`config.mk`:
```
export PLATFORM = sky130hd
export DESIGN_NAME = fetch_predict_stage
export DESIGN_NICKNAME = d
export VERILOG_FILES = /design/src/rtl/fetch_predict_stage.sv
export SDC_FILE = /design/constraint.sdc
export NUM_CORES = 1
export LEC_CHECK = 0
export ABC_AREA = 1
export CORE_MARGIN = 2
export CORE_UTILIZATION = 56
export CTS_CLUSTER_SIZE = 12
export DETAILED_ROUTE_END_ITERATION = 8
export PLACE_DENSITY = 0.83
export SLEW_MARGIN = 20
export SYNTH_ARGS = -nofsm -noshare
export SYNTH_HDL_FRONTEND = slang
export SYNTH_SLANG_ARGS = --single-unit
export TNS_END_PERCENT = 50
```
`constraint.sdc`:
```
create_clock -name clk -period 4.8 [get_ports clk]
set_input_delay 1.2 -clock clk [delete_from_list [all_inputs] [get_ports clk]]
set_output_delay 1.2 -clock clk [all_outputs]
set_load 0.01 [all_outputs]
```
`src/rtl/fetch_predict_stage.sv`:
```
// Fetch stage with a 32-entry bimodal branch predictor and IF/ID register.
// Word-addressed 5-bit PC; decode-side squash via mispredict or flush.
module fetch_predict_stage (
    input  logic        clk,
    input  logic        reset,
    input  logic        stall,
    input  logic        flush,
    output logic [4:0]  imem_addr,
    input  logic [31:0] instr_in,
    input  logic        resolve_valid,
    input  logic [4:0]  resolve_pc,
    input  logic        resolve_taken,
    input  logic        resolve_pred,
    input  logic [4:0]  resolve_target,
    output logic [31:0] instr_d,
    output logic [4:0]  pc_d,
    output logic [4:0]  pcplus1_d,
    output logic        pred_taken_d,
    output logic        valid_d,
    output logic        mispredict,
    output logic [7:0]  mispredict_cnt
);

    localparam logic [31:0] NOP = 32'h00000013;
    localparam logic [6:0]  OP_BRANCH = 7'b1100011;
    localparam logic [6:0]  OP_JAL    = 7'b1101111;

    logic [4:0] pc;
    logic [4:0] pc_next;
    logic [4:0] pc_plus1;
    logic [4:0] pred_target;
    logic [4:0] redirect_pc;
    logic [4:0] b_off;
    logic [4:0] j_off;
    logic [1:0] ctr [32];
    logic [1:0] ctr_rd;
    logic [1:0] ctr_wr;
    logic       is_b;
    logic       is_jal;
    logic       pred_taken;

    assign imem_addr = pc;
    assign pc_plus1  = pc + 5'd1;
    assign ctr_rd    = ctr[pc];

    // Only byte-immediate bits [6:2] survive the >>2 and mod-32 wrap.
    assign b_off = {instr_in[26:25], instr_in[11:9]};
    assign j_off = instr_in[26:22];

    always_comb begin
        is_b   = 1'b0;
        is_jal = 1'b0;
        case (instr_in[6:0])
            OP_BRANCH: is_b   = 1'b1;
            OP_JAL:    is_jal = 1'b1;
            default:   ;
        endcase
    end

    assign pred_taken  = is_jal | (is_b & ctr_rd[1]);
    assign pred_target = pc + (is_jal ? j_off : b_off);

    assign mispredict  = resolve_valid && (resolve_taken != resolve_pred);
    assign redirect_pc = resolve_taken ? resolve_target : resolve_pc + 5'd1;

    always_comb begin
        pc_next = pc_plus1;
        if (mispredict)
            pc_next = redirect_pc;
        else if (stall)
            pc_next = pc;
        else if (pred_taken)
            pc_next = pred_target;
    end

    always_ff @(posedge clk) begin
        if (!reset)
            pc <= 5'd0;
        else
            pc <= pc_next;
    end

    // Squash wins over stall so a redirect never leaves a stale slot.
    always_ff @(posedge clk) begin
        if (!reset || mispredict || flush) begin
            instr_d      <= NOP;
            pc_d         <= 5'd0;
            pcplus1_d    <= 5'd0;
            pred_taken_d <= 1'b0;
            valid_d      <= 1'b0;
        end else if (!stall) begin
            instr_d      <= instr_in;
            pc_d         <= pc;
            pcplus1_d    <= pc_plus1;
            pred_taken_d <= pred_taken;
            valid_d      <= 1'b1;
        end
    end

    always_comb begin
        ctr_wr = ctr[resolve_pc];
        if (resolve_taken && ctr_wr != 2'b11)
            ctr_wr = ctr_wr + 2'd1;
        else if (!resolve_taken && ctr_wr != 2'b00)
            ctr_wr = ctr_wr - 2'd1;
    end

    always_ff @(posedge clk) begin
        if (!reset) begin
            for (int i = 0; i < 32; i++)
                ctr[i] <= 2'b01;
        end else if (resolve_valid) begin
            ctr[resolve_pc] <= ctr_wr;
        end
    end

    always_ff @(posedge clk) begin
        if (!reset)
            mispredict_cnt <= 8'd0;
        else if (mispredict && mispredict_cnt != 8'hff)
            mispredict_cnt <= mispredict_cnt + 8'd1;
    end

endmodule

```
Yosys cells after proc, flatten, opt, wreduce, memory -nomap -nowiden
Memory sizes are Yosys's and may differ from the RTL's. A register that Yosys moved wholly into a read port is not among the register bits.
Cells that the tools add are included.
{ "classes": {"shift": 0, "magnitude_cmp": 0, "div": 0, "eq_ne": 6, "n_mul": 0, "n_reduce_logical": 10, "n_bitwise": 2, "n_mux": 18, "n_addsub": 6} }
{ "op_table": {"columns": ["cell", "count"], "rows": [
  ["two-way mux 5 bit", 7],
  ["equality test 7 bit, second input constant", 2],
  ["adder 5 x 1 -> 5 bit, second input constant", 2],
  ["adder 8 x 1 -> 8 bit, second input constant", 1],
  ["!= test 8 bit, second input constant", 1],
  ["two-way mux 1 bit", 7],
  ["two-way mux 2 bit", 3],
  ["adder 5 bit", 1],
  ["logical AND 1 bit", 4],
  ["two-way mux 3 bit", 1],
  ["adder 2 x 1 -> 2 bit, second input constant", 1],
  ["logical NOT 1 bit", 2],
  ["logical OR 1 bit", 2],
  ["!= test 2 x 1 -> 1 bit, second input constant", 1],
  ["!= test 2 bit, second input constant", 1],
  ["nonzero test 2 bit", 1],
  ["OR reduction 2 bit", 1],
  ["subtractor 2 x 1 -> 2 bit, second input constant", 1],
  ["AND 1 bit", 1],
  ["!= test 1 bit", 1],
  ["OR 1 bit", 1]
]} }
{ "totals": {"output_inout_bits": 58, "mem_bits_rw": 64, "memories": 1, "regBits": 57, "latchBits": 0, "romBits": 0} }
{ "memory_table": {"columns": ["name", "depth", "word_bits", "read_ports", "rd_ports_with_merged_regs", "wr", "line", "text"], "rows": [
  ["ctr", 32, 2, 2, 1, 32, "35", "logic [1:0] ctr [32];"]
]} }

Depth between registers and ports, before layout
{ "depth": {"word_depth": 9, "ltp_mapped": 18} }

Worst setup path after synthesis
No wires, ideal clock.
{ "synth_path": {"kind": "input to register", "from": "in resolve_pc[0]", "to": "mem ctr[0][0] (data pin)", "stages": 16, "path_slack_ns": 1.557, "arrival_ns": 2.988, "setup_time_ns": 0.255, "path_buffers": 3, "path_cell_list": "buf_4 inv_2 buf_2 nor2_1 o22ai_1 nand2_1 nand2_1 nor2_1 nand2_2 inv_1 ha_1 nor2_1 nor2_1 xor2_2 buf_4 nand2_1"} }
{ "synth_rtl": {"columns": ["element", "line", "text"], "rows": [
  ["start: declaration", "11", "input logic [4:0] resolve_pc,"],
  ["end: declaration", "35", null]
]} }

Worst setup path in the final report
{ "layout_path": {"from": "in resolve_taken", "to": "out mispredict"} }
{ "layout_via": {"elab_chain_cells": 2} }
{ "layout_lines": {"columns": ["element", "line", "text"], "rows": [
  ["start: declaration", "12", "input logic resolve_taken,"],
  ["!= test 1 bit", "63", "assign mispredict = resolve_valid && (resolve_taken != resolve_pred);"],
  ["logical AND 1 bit", "63", null],
  ["end: declaration", "20", "output logic mispredict,"]
]} }
Every way passes these cells.

==> summary.txt <==
vias: 6039
post-synthesis average cell area: 7.56 um^2
hpwl dp: 11600 um
Hold Path End: instr_d[8]$_SDFFE_PP0N_
Critical Path AT: 2.79 ns
share of layout cells above drive strength 1: 5.45%
initial antenna violation count: 0
post-cts gate resize count: 0
average wire per standard cell: 15.5 um
Max-Cap Viols: 0
syn_nets: 909
CP dominant cell by count: clkdlybuf4s50_1
Yosys top cell area share: 30.0%
commonest non-fill, non-tap cell in the layout: nand2_1
Hold Path Class: reg -> reg
vias in the first global route: 5561
VDD IR max: 0.240 mV
cell row count: 39
Final Skew: 0.00647 ns
Min Clock Period, post-route: 3.99 ns
Mapped Cells: 846
CP Data Required Time: 3.60 ns
WHS Path Cells: 2
crit path cell chain: clkdlybuf4s50_1 > nor2_1 > nor2_2 > buf_4 > clkdlybuf4s50_1
Clk Latency, worst-skew pair: 0.42 ns
Iteration-0 DRC Markers: 695
Post-Layout Inst Area: 8140 um^2
diode count: 0
Die Height: 111 um
setup TNS: 0 ns
Seq/Total Area, Yosys: 49.4%
Final ANT Viol Nets: 0
gr ovfl total: 0
Synth cell types: 31
H-Tree Depth: 4
maximum clock insertion buffer count: 2
drc violations: 0
Final Util: 72.2%
hold violation count in the final report: 0
number of synthesized flops with an enable pin: 64
area delta synth->final: 27.2%
DP Area: 7530 um^2
Total Nets Final: 1005
Slew Limit Fails: 0
R2R Setup Slk: 2.13 ns
Worst slew margin: 44.5%
measured slew at the worst slew-check pin: 0.832 ns
FF-to-FF End: imem_addr[3]$_SDFFE_PN0N_
Top FF cell, synth: edfxtp_1
first-pass GRT wire length: 27700 um
drt pass-1 iters: 6
Final Cycle Share: 83.1%
Root Driver: clkbuf_16
# setup viols final: 0
max frequency: 251 MHz
ys async rst share: 0%
critical path type: in -> out
Worst path slowest cell: clkdlybuf4s50_1
Setup crit end kind: output port
largest net degree at the start of global routing: 49
clock sink count: 126
GPL Wtd Cong: 0.922
most frequent cells in the layout: nand2_1, nor2_1, clkdlybuf4s50_1
max incr delay on CP: 0.67 ns
CP Launch Type: primary input
Via-to-Cell Ratio: 5.50
Synth Cell Area: 6400 um^2
Core Region: 11300 um^2
RSZ-0062 raised after global routing: no
Clock Pin Slew Worst Setup and Hold Paths: 0.05 ns
Die Wd: 111 um
IO buf count: 106
Yosys top cell by area: edfxtp_1
starting density of the core: 56.8%
min-delay src: instr_d[8]$_SDFFE_PP0N_
Seq cells post-synth: 126
cts bufs inserted: 17
GRT Util Overall: 28.3%
Yosys Warn Count: 0
Post-Route WL: 17000 um
setup bufs post-CTS: 0
die area: 12300 um^2
synth top area cells: edfxtp_1, dfxtp_1, nand2_1
# IOs: 107
CTS tree: yes
status: completed
critical path peak fanout: 8
Power per Cell Area: 355 nW/um^2
P_leak: 3.18 nW
Reg2Reg Depth: 11
Post-CTS Hold Buffers: 0
Final Power: 2.89 mW
==> stage by stage <==
stage / hold slack [ns] / setup slack, ns / instances
5_1_grt: 0.472 / 0.654 / 1098
3_5_place_dp: 0.455 / 0.526 / 1066
6_report: 0.463 / 0.809 / 1098
3_3_place_gp: 0.442 / 0.597 / 1066
4_1_cts: 0.463 / 0.824 / 1098
2_1_floorplan: 0.481 / 1.56 / 846
==> layout make-up <==
class,instances,area [um^2]
fillers,860,3130
repair buffers,116,1150
multi-input cells,576,2650
clock inverters,2,10.0
flip-flops and latches,126,3160
inverters,105,394
well taps,143,179
clock buffers,30,598
==> synth_stat cells (8+ instances only) <==
cell type / n
o21ai_0: 62
o22ai_1: 8
ha_1: 13
nand3_1: 41
buf_2: 10
edfxtp_1: 64
inv_1: 99
buf_4: 8
a21oi_1: 71
nand2_1: 218
nor2_1: 132
dfxtp_1: 62
clkbuf_1: 17
==> worst max-delay path, delay by kind of cell <==
family                 cells  cell delay, ns
buffers and inverters      3            1.39
AND/OR/NAND/NOR            2            0.19
==> cell families after synthesis <==
family / Yosys count / synth area share (%)
buffers and inverters: 144 / 9.23
xor gates and xnor gates: 10 / 1.49
and+or+nand+nor: 407 / 25.3
adders and majority gates: 14 / 2.85
DFF: 126 / 49.4
AOI/OAI and AO/OA: 145 / 11.7
==> how the worst max path moves through the flow <==
| stage | startpoint | to | depth (start not counted) |
|---|---|---|---|
| final | resolve_taken | mispredict | 5 |
| after global routing | resolve_pc[1] | ctr[4][0]$_SDFFCE_PN1P_ | 15 |
| after CTS | resolve_taken | mispredict | 5 |
| after detailed placement | resolve_pc[1] | ctr[23][1]$_SDFFCE_PN0P_ | 16 |
| after global placement | resolve_pc[1] | ctr[3][0]$_SDFFCE_PN1P_ | 15 |
| after floorplan | resolve_pc[0] | ctr[0][0]$_SDFFCE_PN1P_ | 16 |
==> registers in the layout (all words and copies together) (netlist names), named ones only <==
| name | flops |
|---|---|
| pred_taken_d | 1 |
| instr_d | 32 |
| pcplus1_d | 5 |
| mispredict_cnt | 8 |
| imem_addr | 5 |
| valid_d | 1 |
| ctr | 64 |
| pc_d | 5 |
==> metal layers <==
metal  share of wire (%)  up-vias  track usage [%]
li1                    -     2904                -
met1                  41     2829             38.2
met2                  49      277             44.2
met3                 8.3       29             6.51
met4                 2.0        0             12.1
met5                   0        -                0
==> where the power goes <==
group	leakage, nW	switching (mW)	internal (mW)
registers	1.11	0.0340	1.17
logic	1.77	0.244	0.157
clock network	0.302	0.454	0.835
Note: power is estimated with default switching activity, not from simulation.
